`src/rtl/edge_bbox_detect_pkg.sv`:
```
// rtl/edge_bbox_detect_pkg.sv - shared widths, types and FSM encodings for the edge bounding-box block
package edge_bbox_detect_pkg;

    localparam int COL_W = 11;
    localparam int ROW_W = 10;
    localparam int CNT_W = 21;

    typedef logic [COL_W-1:0] col_t;
    typedef logic [ROW_W-1:0] row_t;
    typedef logic [CNT_W-1:0] cnt_t;

    localparam cnt_t CNT_MAX = '1;

    localparam logic [1:0] ST_IDLE   = 2'd0;
    localparam logic [1:0] ST_ACTIVE = 2'd1;
    localparam logic [1:0] ST_LATCH  = 2'd2;

endpackage

```
`src/rtl/edge_bbox_acc.sv`:
```
// rtl/edge_bbox_acc.sv - pixel x/y counters plus running edge count and min/max box of the current frame
module edge_bbox_acc
    import edge_bbox_detect_pkg::*;
#(
    parameter col_t IMG_HDISP = 11'd1024,
    parameter row_t IMG_VDISP = 10'd720
) (
    input  logic clk,
    input  logic rst_n,
    input  logic i_clear,
    input  logic i_acc_en,
    input  logic i_pix,
    input  logic i_bit,
    input  logic i_href,
    input  logic i_href_d,
    output col_t o_x,
    output row_t o_y,
    output cnt_t o_count,
    output col_t o_minx,
    output col_t o_maxx,
    output row_t o_miny,
    output row_t o_maxy
);

    col_t r_x;
    row_t r_y;
    cnt_t r_count;
    col_t r_minx;
    col_t r_maxx;
    row_t r_miny;
    row_t r_maxy;

    logic w_line_end;
    logic w_hit;

    assign w_line_end = i_href_d & ~i_href;
    // Pixels beyond the active window are counted past but never contribute to statistics.
    assign w_hit = i_acc_en & i_pix & i_bit & (r_x < IMG_HDISP) & (r_y < IMG_VDISP);

    always_ff @(posedge clk or negedge rst_n) begin
        if (!rst_n) begin
            r_x     <= '0;
            r_y     <= '0;
            r_count <= '0;
            r_minx  <= '0;
            r_maxx  <= '0;
            r_miny  <= '0;
            r_maxy  <= '0;
        end else if (i_clear) begin
            r_x     <= '0;
            r_y     <= '0;
            r_count <= '0;
            r_minx  <= '1;
            r_maxx  <= '0;
            r_miny  <= '1;
            r_maxy  <= '0;
        end else begin
            if (w_line_end) begin
                r_x <= '0;
                if (r_y < IMG_VDISP)
                    r_y <= r_y + row_t'(1);
            end else if (i_pix && (r_x < IMG_HDISP)) begin
                r_x <= r_x + col_t'(1);
            end

            if (w_hit) begin
                if (r_count != CNT_MAX)
                    r_count <= r_count + cnt_t'(1);
                if (r_x < r_minx) r_minx <= r_x;
                if (r_x > r_maxx) r_maxx <= r_x;
                if (r_y < r_miny) r_miny <= r_y;
                if (r_y > r_maxy) r_maxy <= r_y;
            end
        end
    end

    assign o_x     = r_x;
    assign o_y     = r_y;
    assign o_count = r_count;
    assign o_minx  = r_minx;
    assign o_maxx  = r_maxx;
    assign o_miny  = r_miny;
    assign o_maxy  = r_maxy;

endmodule

```
`src/rtl/edge_bbox_detect.sv`:
```
// rtl/edge_bbox_detect.sv - per-frame edge count and bounding box with one-clock video pass-through and box overlay
module edge_bbox_detect
    import edge_bbox_detect_pkg::*;
#(
    parameter logic [10:0] IMG_HDISP    = 11'd1024,
    parameter logic [9:0]  IMG_VDISP    = 10'd720,
    parameter logic [20:0] EDGE_CNT_MIN = 21'd16,
    parameter logic        OVERLAY_EN   = 1'b1
) (
    input  logic        clk,
    input  logic        rst_n,
    input  logic        per_frame_vsync,
    input  logic        per_frame_href,
    input  logic        per_frame_clken,
    input  logic        per_img_Bit,
    output logic        post_frame_vsync,
    output logic        post_frame_href,
    output logic        post_frame_clken,
    output logic        post_img_Bit,
    output logic [10:0] box_left,
    output logic [10:0] box_right,
    output logic [9:0]  box_top,
    output logic [9:0]  box_bottom,
    output logic [20:0] edge_count,
    output logic        box_valid,
    output logic        frame_done
);

    logic [1:0] r_state;
    logic       r_vsync_d;
    logic       r_href_d;
    logic       r_start_pend;
    logic       r_post_vsync;
    logic       r_post_clken;
    logic       r_post_bit;
    col_t       r_box_left;
    col_t       r_box_right;
    row_t       r_box_top;
    row_t       r_box_bottom;
    cnt_t       r_edge_count;
    logic       r_box_valid;
    logic       r_frame_done;

    logic w_pix;
    logic w_vs_rise;
    logic w_vs_fall;
    logic w_start;
    logic w_valid;
    logic w_in_box;
    logic w_on_edge;
    logic w_border;
    col_t w_x;
    row_t w_y;
    cnt_t w_count;
    col_t w_minx;
    col_t w_maxx;
    row_t w_miny;
    row_t w_maxy;

    assign w_pix     = per_frame_href & per_frame_clken;
    assign w_vs_rise = per_frame_vsync & ~r_vsync_d;
    assign w_vs_fall = ~per_frame_vsync & r_vsync_d;
    // A rise seen during LATCH is remembered and started from IDLE on the next cycle.
    assign w_start   = (r_state == ST_IDLE) & per_frame_vsync & (w_vs_rise | r_start_pend);
    assign w_valid   = (w_count >= EDGE_CNT_MIN);

    edge_bbox_acc #(
        .IMG_HDISP (IMG_HDISP),
        .IMG_VDISP (IMG_VDISP)
    ) u_acc (
        .clk      (clk),
        .rst_n    (rst_n),
        .i_clear  (w_start),
        .i_acc_en (r_state == ST_ACTIVE),
        .i_pix    (w_pix),
        .i_bit    (per_img_Bit),
        .i_href   (per_frame_href),
        .i_href_d (r_href_d),
        .o_x      (w_x),
        .o_y      (w_y),
        .o_count  (w_count),
        .o_minx   (w_minx),
        .o_maxx   (w_maxx),
        .o_miny   (w_miny),
        .o_maxy   (w_maxy)
    );

    // Overlay is drawn from the box latched at the end of the previous frame.
    assign w_in_box  = (w_x >= r_box_left) & (w_x <= r_box_right) &
                       (w_y >= r_box_top)  & (w_y <= r_box_bottom);
    assign w_on_edge = (w_x == r_box_left) | (w_x == r_box_right) |
                       (w_y == r_box_top)  | (w_y == r_box_bottom);
    assign w_border  = OVERLAY_EN & r_box_valid & w_pix & w_in_box & w_on_edge;

    always_ff @(posedge clk or negedge rst_n) begin
        if (!rst_n) begin
            r_vsync_d    <= 1'b1;
            r_href_d     <= 1'b0;
            r_post_vsync <= 1'b0;
            r_post_clken <= 1'b0;
            r_post_bit   <= 1'b0;
        end else begin
            r_vsync_d    <= per_frame_vsync;
            r_href_d     <= per_frame_href;
            r_post_vsync <= per_frame_vsync;
            r_post_clken <= per_frame_clken;
            r_post_bit   <= per_frame_href & (per_img_Bit | w_border);
        end
    end

    always_ff @(posedge clk or negedge rst_n) begin
        if (!rst_n) begin
            r_state      <= ST_IDLE;
            r_start_pend <= 1'b0;
            r_frame_done <= 1'b0;
            r_edge_count <= '0;
            r_box_valid  <= 1'b0;
            r_box_left   <= '0;
            r_box_right  <= '0;
            r_box_top    <= '0;
            r_box_bottom <= '0;
        end else begin
            r_frame_done <= 1'b0;
            case (r_state)
                ST_IDLE: begin
                    if (w_start) begin
                        r_state      <= ST_ACTIVE;
                        r_start_pend <= 1'b0;
                    end
                end
                ST_ACTIVE: begin
                    if (w_vs_fall)
                        r_state <= ST_LATCH;
                end
                ST_LATCH: begin
                    r_state      <= ST_IDLE;
                    r_start_pend <= w_vs_rise;
                    r_frame_done <= 1'b1;
                    r_edge_count <= w_count;
                    r_box_valid  <= w_valid;
                    r_box_left   <= w_valid ? w_minx : '0;
                    r_box_right  <= w_valid ? w_maxx : '0;
                    r_box_top    <= w_valid ? w_miny : '0;
                    r_box_bottom <= w_valid ? w_maxy : '0;
                end
                default: r_state <= ST_IDLE;
            endcase
        end
    end

    assign post_frame_vsync = r_post_vsync;
    assign post_frame_href  = r_href_d;
    assign post_frame_clken = r_post_clken;
    assign post_img_Bit     = r_post_bit;
    assign box_left         = r_box_left;
    assign box_right        = r_box_right;
    assign box_top          = r_box_top;
    assign box_bottom       = r_box_bottom;
    assign edge_count       = r_edge_count;
    assign box_valid        = r_box_valid;
    assign frame_done       = r_frame_done;

endmodule
```
`config.mk`:
```
export PLATFORM = sky130hd
export DESIGN_NAME = edge_bbox_detect
export DESIGN_NICKNAME = d
export VERILOG_FILES = /design/src/rtl/edge_bbox_detect_pkg.sv /design/src/rtl/edge_bbox_acc.sv /design/src/rtl/edge_bbox_detect.sv
export SDC_FILE = /design/constraint.sdc
export NUM_CORES = 1
export LEC_CHECK = 0
export ABC_CLOCK_PERIOD_IN_PS = 1900
export BUFFER_PORTS_ARGS = -buffer_cell sky130_fd_sc_hd__buf_2
export CELL_PAD_IN_SITES_DETAIL_PLACEMENT = 1
export CELL_PAD_IN_SITES_GLOBAL_PLACEMENT = 2
export CORE_UTILIZATION = 34
export CTS_CLUSTER_DIAMETER = 80
export DETAILED_ROUTE_END_ITERATION = 6
export MAX_ROUTING_LAYER = met4
export PLACE_DENSITY_LB_ADDON = 0.15
export SLEW_MARGIN = 20
export SYNTH_ARGS = -nofsm -noshare
export SYNTH_HDL_FRONTEND = slang
export SYNTH_SLANG_ARGS = --single-unit
```
`constraint.sdc`:
```
create_clock -name clk -period 1.9 [get_ports clk]
set_input_delay 0.285 -clock clk [delete_from_list [all_inputs] [get_ports clk]]
set_output_delay 0.285 -clock clk [all_outputs]
set_load 0.05 [all_outputs]
```
==> results of run 1 <==
## Yosys cell counts (2+ instances only)
| library cell | instances |
|---|---|
| a31oi_1 | 3 |
| nor2_1 | 73 |
| a211oi_1 | 7 |
| clkbuf_1 | 28 |
| nand2_1 | 121 |
| a211o_1 | 2 |
| or2_2 | 2 |
| nor4_1 | 15 |
| or3_1 | 2 |
| a21o_1 | 21 |
| and2_1 | 2 |
| dfrtp_1 | 156 |
| nor4bb_1 | 2 |
| o21a_1 | 6 |
| o31ai_1 | 9 |
| and3_1 | 5 |
| a211oi_2 | 4 |
| xnor2_1 | 34 |
| and4_1 | 3 |
| nor2b_1 | 4 |
| nand4_1 | 19 |
| nor3_1 | 13 |
| a21oi_1 | 23 |
| buf_2 | 2 |
| mux2i_1 | 27 |
| o211ai_1 | 12 |
| o21ai_0 | 55 |
| nand3_1 | 29 |
| ha_1 | 86 |
| nand2b_1 | 8 |
| a22o_1 | 4 |
| inv_1 | 106 |
| o211a_1 | 2 |
| o22ai_1 | 2 |
## per-layer routing
layer	part of all wire [%]	GRT usage (%)	vias to the layer above
met5	0	-	-
met4	1.7	6.43	0
met3	2.2	2.67	34
met2	48	36.5	103
met1	48	30.0	3814
li1	-	-	3581
## state kept, by name, indices dropped and copies added (netlist names), 2 cells and up
signal         flops
u_acc.o_miny      10
u_acc.o_y         10
u_acc.o_minx      11
r_state            2
u_acc.o_maxy      10
box_bottom        10
u_acc.o_count     21
u_acc.o_x         11
box_right         11
box_top           10
edge_count        21
box_left          11
u_acc.o_maxx      11
## power groups by stage
stage                     clock network (uW)  logic, uW  registers [uW]
after floorplan                            0       1230            4220
after global placement                     0       2700            3880
after detailed placement                   0       2730            3880
after CTS                               3530       3110            3830
after global routing                    3650       3600            3870
final                                   3470       3310            3830
## through the flow
stage | TNS (ns) | cell area (sq um) | utilization [%] | instances
global placement | -4.57 | 10500 | 42.9 | 1422
CTS | -1.99 | 11800 | 48.0 | 1471
detailed placement | -5.76 | 10500 | 42.9 | 1422
global route | -10.87 | 12500 | 51.0 | 1484
finish | -3.45 | 12500 | 51.0 | 1484
floorplan | -0.836 | 8690 | - | 913
## final cells by class
type	count	area share, %
Timing Repair Buffer	247	15.4
Multi-Input combinational cell	616	41.8
Antenna cell	1	0.0200
Tap cell	324	3.24
Clock inverter	15	1.21
Sequential cell	157	31.7
Inverter	107	3.21
Clock buffer	17	3.40
## critical path, stage by stage, from the launching register on
cell,delay (ns)
dfrtp_1,0.41
ha_1,0.32
a21o_1,0.17
a21o_1,0.18
a211oi_4,0.27
o21a_1,0.22
buf_6,0.16
mux2i_1,0.18
## what timing repair did
item | CTS | global route
endpoints found under the hold margin | 33 | 0
setup endpoints to repair | 61 | 118
pin swaps | 38 | 60
hold buffers | 1 | 0
cloned | 2 | 1
gates resized for setup | 106 | 104
setup buffers | 17 | 16
## kinds of logic (layout without fill, tap and decap cells)
family	count (synthesis)	after routing	synth area share [%]
compound gates	160	160	12.1
xor+xnor	34	34	3.46
fa+ha+maj	86	86	12.5
buf+inv	140	386	6.27
flops	157	157	45.7
mux	27	27	3.14
other cells	0	1	0
simple gates	309	309	16.8
## worst min path at each step
stage,start,endpoint,cells past startpoint,slack [ns]
floorplan,rst_n,box_bottom[0],0,-0.01
CTS,per_frame_vsync,r_vsync_d,1,0.007
global placement,rst_n,box_top[4],1,0.22
detailed placement,rst_n,box_top[4],1,0.23
global route,per_frame_vsync,r_vsync_d,1,0.02
finish,per_frame_vsync,r_vsync_d,1,0.02
==> metrics.md, run 1 <==
| Metric | Value |
|---|---|
| Fill cell count | 2,760 |
| Crit end category | register |
| Netlist Area Pre-Place | roughly 8600 sq um |
| Post-synthesis cell count | 913 |
| Tmin final | 2.00 ns |
| DR WL/cell | 18.7 microns |
| Largest net degree at the start of global routing | 62 |
| Residual DRC | 0 |
| Arrival time worst endpoint | 2.36 ns |
| Vias in the first global route | ~8,200 |
| Register clock-pin slew on the reported worst setup and hold paths | 0.07 ns |
| Critical path launch point | u_acc.o_x[8] |
| Total power | around 11,000 uW |
| Leak | between 0.006 and 0.007 uW |
| Ys async rst share | 100% |
| Startpoint Class | register |
| CTS Sinks | 157 |
| Total global routing overflow | 0 |
| Maximum clock rate | 500 MHz |
| Routability congestion estimate | 0.808 |
| Count of input and output buffers | 74 |
| Clock root buffer | clkbuf_16 |
| Commonest non-fill, non-tap cell in the layout | buf_4 |
| Worst reg-to-reg setup slack | -0.10 ns |
| Slew Limit Headroom | 67.0% |
| Sequential cell area fraction in the yosys report | 45.7% |
| Status | finished with violations |
| Number of antenna violations at the first check in global routing | 1 |
| Detailed Route WL | 27,700 microns |
| DPL Wire Length | 19,000 microns |
| Clock Tree Buf Depth | 2 |
| Yosys top cell area share | 45.4% |
| Clk network pwr share | 32.7% |
| Cells on worst reg2reg path | 7 |
| Pins over their slew limit | 0 |
| Switching Fraction | between 30% and 40% |
| FF-to-FF Start | u_acc.o_x[8] |
| Crit Path Max Fanout | 6 |
| Total Routing Usage GR | ~23% |
| Post-DRT Antenna Nets | 0 |
| Clock skew | 0.0117 ns |
| Starting DRC count in detailed routing | 270 |
| Crit path required time | 2.26 ns |
| First-pass GRT wire length | 44,700 microns |
| Switch Pwr | 3820 uW |
| Power Internal | between 6000 and 7000 uW |
| Num CTS Buffers | 17 |
| Final setup fails | 59 |
| DR pass1 iterations | 4 |
| Max-cap violations | 0 |
| Syn Nets | 1,005 |
| Setup ws final | -0.102 ns |
| CTS tree | done |
| Initial Util | 35.0% |
| Final-report hold violation count | 0 |
| Die ar. | between 20,000 and 30,000 sq um |
| Yosys warns | 0 |
| Worst-margin pin slew | 0.494 ns |
| Die Y | 161 microns |
| Synth area leader | dfrtp_1 |
| Number of cell rows | 57 |
| Pwr/cell area | roughly 850 nW/um^2 |
| Commonest cells after routing, fill and taps aside | buf_4 (133), dfrtp_1 (131), nand2_1 (119), inv_1 (100), buf_2 (74) |
| Ports | 75 |
| Worst skew pair latency | 0.44 ns |
| Netlist cell types | 60 |
| Largest cells by area after synthesis | dfrtp_1 (45%), ha_1 (13%), nand2_1 (5.3%) |
| Multi-input logic area | 5230 sq um |
| CP endpoint | u_acc.o_minx[5] |
| Worst hold slack | 0.0225 ns |
| RSZ-0062 raised after global routing | yes |
| Pre-CTS WS | -0.328 ns |
| Die X | 161 microns |
| Failing checks | negative setup slack |
| Number of register bits inferred by synthesis | 157 |
| CP Class | reg -> reg |
| FF+latch area | 3960 sq um |
| Sequential Power Share | 36.1% |
| Peak supply drop | just over 0.0004 V |
| Syn avg cell area | 9.42 sq um |
| Most used DFF post-synth | dfrtp_1 |
| H-tree Lvls | 4 |
| Area Growth Syn to Fin | 45.4% |
| Period utilisation layout | 105% |
| Via density | ~5 |
| Hold Path Class | in -> reg |
| Via count | approximately 7,500 |
| Layout cells sized above 1 | 39.2% |
| Nets | between 1,000 and 1,500 |
| Comb power frac | 31.2% |
| R2R Path End | u_acc.o_minx[5] |
| EDFF count, synth | 0 |
| Core area | 24,500 sq um |
No activity file was read; power rests on OpenSTA's default activity.
==> inputs of run 2 (changes only) <==
--- a/config.mk
+++ b/config.mk
@@ -5,11 +5,11 @@
 export SDC_FILE = /design/constraint.sdc
 export NUM_CORES = 1
 export LEC_CHECK = 0
-export ABC_CLOCK_PERIOD_IN_PS = 1900
+export ABC_CLOCK_PERIOD_IN_PS = 2300
 export BUFFER_PORTS_ARGS = -buffer_cell sky130_fd_sc_hd__buf_2
 export CELL_PAD_IN_SITES_DETAIL_PLACEMENT = 1
 export CELL_PAD_IN_SITES_GLOBAL_PLACEMENT = 2
-export CORE_UTILIZATION = 34
+export CORE_UTILIZATION = 38
 export CTS_CLUSTER_DIAMETER = 80
 export DETAILED_ROUTE_END_ITERATION = 6
 export MAX_ROUTING_LAYER = met4
==> constraint.sdc (replaced) <==
create_clock -name clk -period 2.3 [get_ports clk]
set_input_delay 0.345 -clock clk [delete_from_list [all_inputs] [get_ports clk]]
set_output_delay 0.345 -clock clk [all_outputs]
set_load 0.05 [all_outputs]
==> run 2 against run 1 <==
Flip-flop and latch count stayed put; design area decreased by 17%; the flow finishes with violations (design-rule violations); register-to-register slack gained 0.25 ns; highest routed layer unchanged; clock power decreased by 12%; die area fell by 10%; count of clock-buffer cells in the layout stayed put; hold slack better by 0.071 ns; via count decreased by 9.4%; sequential power is 17% lower; largest power group unchanged.
==> metrics.md, run 2 (synthesis gave the netlist of run 1 again) <==
| Metric | Value |
|---|---|
| Die ar. | 23,200 sq um (-10%) |
| Vias in the first global route | 7,401 (-9.9%) |
| FF-to-FF Start | u_acc.o_x[1] |
| DR top layer | met4 |
| Worst hold slack | 0.0933 ns (+0.0708 ns) |
| Setup TNS | 0 ns (+3.45 ns) |
| First-pass GRT wire length | 40,000 microns (-11%) |
| Initial Util | 39.0% (+4.0 points) |
| Core area | 22,000 sq um (-10%) |
| Register clock-pin slew on the reported worst setup and hold paths | 0.07 ns (about the same) |
| Area Growth Syn to Fin | 20.3% |
| Ports | 75 (unchanged) |
| Crit Path Max Fanout | 7 (+1) |
| R2R Path End | post_img_Bit |
| Starting DRC count in detailed routing | 259 (-4.1%) |
| Clk network pwr share | 36.8% (+4.1 points) |
| CTS tree | done |
| Pwr/cell area | 799 nW/um^2 (-5.9%) |
| Power Internal | 5470 uW (-19%) |
| # diodes | 0 (-1) |
| Arrival time worst endpoint | 2.46 ns (+0.10 ns) |
| Cells on worst reg2reg path | 8 (+1) |
| Comb power frac | 24.7% (-6.5 points) |
| Setup ws final | 0.148 ns (+0.250 ns) |
| Period utilisation layout | 93.5% (-12 points) |
| Critical path launch point | u_acc.o_x[1] |
| Sequential Power Share | 38.5% (+2.4 points) |
| Final Util | 47.0% (-4.0 points) |
| DR pass1 iterations | 7 (+3) |
| Hold Path Class | in -> reg |
| Commonest cells after routing, fill and taps aside | dfrtp_1 (154), nand2_1 (121), inv_1 (106), ha_1 (86), buf_2 (73) |
| Maximum clock rate | 465 MHz (-7.0%) |
| CTS Sinks | 157 (unchanged) |
| Pre-CTS WS | 0.0636 ns (+0.392 ns) |
| Detailed Route WL | 24,000 microns (-13%) |
| Routability congestion estimate | 0.837 (+3.6%) |
| Total global routing overflow | 0 (unchanged) |
| Via density | 5.15 (+1.5%) |
| Count of input and output buffers | 74 (unchanged) |
| Clock Tree Buf Depth | 2 (unchanged) |
| Final-report hold violation count | 0 (unchanged) |
| H-tree Lvls | 4 (unchanged) |
| Pins over their slew limit | 0 (unchanged) |
| Via count | 6,826 (-9.4%) |
| M1 wire length | 11,500 microns (-14%) |
| Hold wc startpoint | per_frame_vsync |
| CP endpoint | post_img_Bit |
| Worst reg-to-reg setup slack | 0.15 ns (+0.25 ns) |
| DPL Wire Length | 17,800 microns (-6.1%) |
| Wire length on met2 | 11,500 microns (-14%) |
| Max-cap violations | 0 (unchanged) |
| Startpoint Class | register |
| Nets | 1,124 (-9.2%) |
| Switch Pwr | 2800 uW (-27%) |
| Peak supply drop | 0.000445 V (+10%) |
| Num CTS Buffers | 17 (unchanged) |
| Worst skew pair latency | 0.43 ns (about the same) |
| Slew Limit Headroom | 60.3% (-6.7 points) |
| Clock root buffer | clkbuf_16 |
| FF+latch area | 3930 sq um (-0.73%) |
| Worst-margin pin slew | 0.591 ns (+0.0978 ns) |
| Clock skew | 0.0128 ns (+0.00108 ns) |
| RSZ-0062 raised after global routing | no |
| Leak | 0.00529 uW (-12%) |
| Commonest non-fill, non-tap cell in the layout | dfrtp_1 |
| Tmin final | 2.15 ns (+0.150 ns) |
| Number of cell rows | 54 (-5.3%) |
| Routed wl met3 | 755 microns (+22%) |
| Post-CTS setup buffer count | 0 (-17) |
| Crit end category | register |
| Total Routing Usage GR | 22.7% (+0.040 points) |
| Status | finished with violations |
| Layout cells sized above 1 | 17.9% (-21 points) |
| Post-DRT Antenna Nets | 0 (unchanged) |
| Fill cell count | 2,555 (-7.4%) |
| Number of antenna violations at the first check in global routing | 0 (-1) |
| DR WL/cell | 18.1 microns (-3.0%) |
| Final setup fails | 0 (-100%) |
| Multi-input logic area | 4160 sq um (-21%) |
| Residual DRC | 1 (+1) |
| Switching Fraction | 33.8% (-2.2 points) |
| Die Y | 152 microns (-5.3%) |
| Die X | 152 microns (-5.3%) |
| Largest net degree at the start of global routing | 50 (-19%) |
| CP Class | reg -> reg |
| Crit path required time | 2.61 ns (+0.35 ns) |
| Total power | 8270 uW (-22%) |
| Failing checks | design-rule violations |
## run 2: metrics by stage
stage / instance area [sq um] / std cells
3_5_place_dp: 9700 / 1292
6_report: 10300 / 1325
4_1_cts: 10300 / 1325
5_1_grt: 10300 / 1325
3_3_place_gp: 9700 / 1292
2_1_floorplan: 8600 / 913
## run 2: final cells by class
| class | instances | share of cell area (%) |
|---|---|---|
| clock buffers | 17 | 4.11 |
| clock inverters | 15 | 1.90 |
| multi-input cells | 616 | 40.2 |
| inverters | 107 | 3.88 |
| well taps | 280 | 3.39 |
| flip-flops and latches | 157 | 38.0 |
| repair buffers | 133 | 8.55 |
## run 2: critical path, cell delays in order, from the launching register on
cell,delay (ns)
dfrtp_1,0.50
buf_4,0.21
ha_1,0.28
nand2_1,0.07
o21ai_0,0.12
a211oi_1,0.38
o21a_1,0.20
nor3_1,0.05
o211a_1,0.22
## run 2: repair_timing
action                                 4_1_cts  5_1_grt
setup endpoints to repair                    0        1
endpoints found under the hold margin       45        0
hold buffers                                 1        0
resized for setup                            0        5
## run 2: worst min path at each step
stage / cells past startpoint / end
3_3_place_gp: 1 / u_acc.o_maxx[0]
4_1_cts: 1 / r_vsync_d
2_1_floorplan: 0 / box_bottom[0]
3_5_place_dp: 1 / u_acc.o_maxx[0]
6_report: 1 / r_vsync_d
5_1_grt: 1 / r_vsync_d
## run 2: metal layers
| layer | up-vias | global-route usage, % |
|---|---|---|
| li1 | 3344 | - |
| met1 | 3372 | 29.4 |
| met2 | 90 | 37.5 |
| met3 | 20 | 2.70 |
| met4 | 0 | 6.35 |
| met5 | - | - |
## run 2: power groups by stage
stage                     combinational [uW]  sequential [uW]  clock, uW
after global routing                    2250             3220       3220
final                                   2040             3180       3050
after CTS                               2050             3180       3130
after detailed placement                2030             3230          0
after floorplan                          991             3480          0
after global placement                  1990             3230          0
==> inputs of run 3 (changes only) <==
--- a/config.mk
+++ b/config.mk
@@ -5,15 +5,17 @@
 export SDC_FILE = /design/constraint.sdc
 export NUM_CORES = 1
 export LEC_CHECK = 0
+export ABC_AREA = 1
 export ABC_CLOCK_PERIOD_IN_PS = 2300
 export BUFFER_PORTS_ARGS = -buffer_cell sky130_fd_sc_hd__buf_2
 export CELL_PAD_IN_SITES_DETAIL_PLACEMENT = 1
 export CELL_PAD_IN_SITES_GLOBAL_PLACEMENT = 2
-export CORE_UTILIZATION = 38
+export CORE_UTILIZATION = 37
 export CTS_CLUSTER_DIAMETER = 80
 export DETAILED_ROUTE_END_ITERATION = 6
 export MAX_ROUTING_LAYER = met4
 export PLACE_DENSITY_LB_ADDON = 0.15
+export RECOVER_POWER = 25
 export SLEW_MARGIN = 20
 export SYNTH_ARGS = -nofsm -noshare
 export SYNTH_HDL_FRONTEND = slang
==> run 3 against run 2 <==
The flow now finishes without violations; cell count increased by 14%; combinational power up 150%; flip-flop and latch count did not move; clock skew hardly changed; sequential power grew 24%; design area increased by 2.4%; count of clock-buffer cells in the layout up 2; sequential share of layout area is 0.90 points lower; synthesized area increased by 3.8%.
==> metrics.md, run 3 <==
| Metric | Value |
|---|---|
| Status | finished clean |
| Worst skew pair latency | 0.44 ns (about the same) |
| Worst-margin pin slew | 1.22 ns (+0.625 ns) |
| Crit end category | register |
| Crit path required time | 2.66 ns (+0.05 ns) |
| Residual DRC | 0 (-1) |
| Total Routing Usage GR | 23.1% (+0.41 points) |
| Pins over their slew limit | 0 (unchanged) |
| Vias in the first global route | 7,838 (+5.9%) |
| Pwr/cell area | 1140 nW/um^2 (+43%) |
| Hold worst-path end | post_frame_clken |
| Core area | 23,500 sq um (+6.9%) |
| Switching Fraction | 44.2% (+10 points) |
| Worst Hold Path Cells | 1 (unchanged) |
| Via density | 5.05 (-2.0%) |
| Clock Tree Buf Depth | 2 (unchanged) |
| Final-report hold violation count | 0 (unchanged) |
| Comb power frac | 42.2% (+18 points) |
| Die ar. | 24,700 sq um (+6.5%) |
| Sequential Power Share | 32.7% (-5.8 points) |
| Largest cells by area after synthesis | dfrtp_1 (44%), ha_1 (12%), nand2_1 (9.7%) |
| Count of input and output buffers | 74 (unchanged) |
| Layout cells sized above 1 | 15.4% (-2.5 points) |
| Post-CTS setup buffer count | 0 (unchanged) |
| Syn avg cell area | 8.29 sq um (-12%) |
| Setup TNS | 0 ns (unchanged) |
| Hold wc startpoint | per_frame_clken |
| Crit Path Max Fanout | 26 (+19) |
| H-tree Lvls | 4 (unchanged) |
| Die X | 157 microns (+3.2%) |
| Power Internal | 6750 uW (+23%) |
| Commonest non-fill, non-tap cell in the layout | nand2_1 |
| Ys async rst share | 100% (unchanged) |
| # diodes | 0 (unchanged) |
| Most used cell along the critical path | nand2_1 |
| Crit-path slowest cell | dfrtp_1 |
| Top-count cell post-synth | nand2_1 |
| Post-synthesis cell count | 1,076 (+18%) |
| Arrival time worst endpoint | 2.45 ns (about the same) |
| Register clock-pin slew on the reported worst setup and hold paths | 0.06 ns (about the same) |
| Syn Nets | 1,168 (+16%) |
| Most used DFF post-synth | dfrtp_1 |
| DPL Wire Length | 19,500 microns (+9.5%) |
| Starting DRC count in detailed routing | 294 (+14%) |
| Tmin final | 2.09 ns (-0.0592 ns) |
| Final Util | 45.0% (-2.0 points) |
| Netlist Area Pre-Place | 8920 sq um (+3.8%) |
| Post-DRT Antenna Nets | 0 (unchanged) |
| Max-cap violations | 0 (unchanged) |
| Switch Pwr | 5330 uW (+91%) |
| RSZ-0062 raised after global routing | no |
| FF-to-FF Start | u_acc.o_y[6] |
| Final Non-Filler Cells | 1,511 (+14%) |
| Clock skew | 0.0133 ns (+0.000455 ns) |
| Total global routing overflow | 0 (unchanged) |
| Startpoint Class | register |
| Peak supply drop | 0.000662 V (+49%) |
| Number of cell rows | 56 (+3.7%) |
| CP Class | reg -> reg |
| Maximum clock rate | 478 MHz (+2.8%) |
| Leak | 0.00540 uW (+2.0%) |
| CP peak stage delay | 0.50 ns (about the same) |
| Initial Util | 37.9% (-1.1 points) |
| Sequential cell area fraction in the yosys report | 44.1% (-1.7 points) |
| Number of antenna violations at the first check in global routing | 0 (unchanged) |
| Area Growth Syn to Fin | 18.7% |
| Worst reg-to-reg setup slack | 0.21 ns (+0.06 ns) |
| Netlist cell types | 45 (-25%) |
| Number of register bits inferred by synthesis | 157 (unchanged) |
| Ports | 75 (unchanged) |
| Routability congestion estimate | 0.801 (-4.3%) |
| Worst hold slack | 0.110 ns (+0.0167 ns) |
| Yosys top cell area share | 43.8% (-1.6 points) |
| Die Y | 157 microns (+3.2%) |
| Top post-synthesis cells by count | nand2_1 (230), dfrtp_1 (156), inv_1 (153), ha_1 (86), nand3_1 (78) |
| Num CTS Buffers | 17 (unchanged) |
| Commonest cells after routing, fill and taps aside | nand2_1 (228), dfrtp_1 (156), inv_1 (153), ha_1 (85), nand3_1 (78) |
| DR pass1 iterations | 6 (-1) |
| Yosys warns | 0 (unchanged) |
| DR WL/cell | 17.1 microns (-5.8%) |
| Detailed Route WL | 25,800 microns (+7.4%) |
| Via count | 7,630 (+12%) |
| Synth area leader | dfrtp_1 |
| Clock root buffer | clkbuf_16 |
| Clk network pwr share | 25.1% (-12 points) |
| Nets | 1,271 (+13%) |
| Slew Limit Headroom | 18.9% (-41 points) |
| Cells on worst reg2reg path | 11 (+3) |
| Period utilisation layout | 91.0% (-2.6 points) |
| Crit path cell chain | nand2_1 > inv_1 > o21ai_0 > nand2_1 > nand2_1 > nand4_4 > nand2_2 > nand2_4 > inv_8 > nand3_1 > o21ai_2 |
| Final setup fails | 0 (unchanged) |
| Total power | 12,100 uW (+46%) |
| Post-Place Cells | 1,478 (+14%) |
| CTS Sinks | 157 (unchanged) |
| Hold Path Class | in -> reg |
| First-pass GRT wire length | 42,600 microns (+6.5%) |
| Largest net degree at the start of global routing | 43 (-14%) |
| EDFF count, synth | 0 (unchanged) |
| CTS tree | done |
| R2R Path End | u_acc.o_count[2] |
[run 3: cell count changes after synthesis, moves of 22 or more]
cell     change
inv_1       +47
mux2i_1     -27
nand2_1    +109
nand3_1     +49
o21ai_0     +22
o22ai_1     +36
xnor2_1     -33
[run 3: worst max-delay path, delay by kind of cell (launching register included)]
family	cells	cell delay, ns
simple gates	7	1.09
flops	1	0.50
buf+inv	2	0.27
compound gates	2	0.15
[run 3: cell type report]
class                   count  area, sq um
flip-flops and latches    157         3930
clock buffers              19          433
fillers                  2899        13000
multi-input cells         727         4270
clock inverters            13          191
repair buffers            117          767
well taps                 319          399
inverters                 159          604
[run 3: worst max-delay path by stage]
stage / start / to / slack [ns] / depth (start not counted)
after global routing: u_acc.o_y[4] / u_acc.o_maxy[6] / 0.05 / 8
final: u_acc.o_y[6] / u_acc.o_count[2] / 0.21 / 11
after floorplan: u_acc.o_count[0] / u_acc.o_count[13] / 0.50 / 12
after CTS: u_acc.o_y[6] / u_acc.o_count[2] / 0.09 / 11
after detailed placement: u_acc.o_y[6] / u_acc.o_count[2] / -0.16 / 11
after global placement: u_acc.o_y[4] / u_acc.o_count[3] / -0.09 / 9
[run 3: cell families (layout without fill, tap and decap cells)]
group / Yosys count / in the layout / synth area share (%)
adders and majority gates: 86 / 86 / 12.1
and+or+nand+nor: 446 / 446 / 22.2
DFF: 157 / 157 / 44.1
buffers and inverters: 192 / 308 / 8.53
xor gates and xnor gates: 14 / 14 / 1.37
AOI/OAI and AO/OA: 181 / 181 / 11.8
[run 3: metal layers]
metal | wire length (microns) | vias to the layer above | track usage, % | part of all wire [%]
met1 | 13400 | 3757 | 32.6 | 52
met4 | 328 | 0 | 5.22 | 1.3
met5 | 0 | - | - | 0
li1 | - | 3777 | - | -
met3 | 440 | 21 | 2.86 | 1.7
met2 | 11600 | 75 | 35.3 | 45
[run 3: power by group through the flow]
stage | registers, uW | clock network, uW | logic [uW]
after global placement | 3990 | 0 | 5030
after floorplan | 4990 | 0 | 2500
after detailed placement | 4010 | 0 | 5120
after CTS | 3960 | 3110 | 5160
final | 3950 | 3030 | 5090
after global routing | 4040 | 3190 | 5700
[run 3: per-stage QoR]
stage / area, sq um / setup slack [ns]
2_1_floorplan: 8920 / 0.505
3_3_place_gp: 9940 / -0.0947
3_5_place_dp: 9940 / -0.163
4_1_cts: 10600 / 0.0923
5_1_grt: 10600 / 0.0469
6_report: 10600 / 0.208
[run 3: repair_timing]
action / CTS / global route
resized for setup: 3 / 3
gates cloned: 0 / 0
endpoints found under the hold margin: 37 / 0
hold buffers: 1 / 0
setup endpoints to repair: 14 / 15
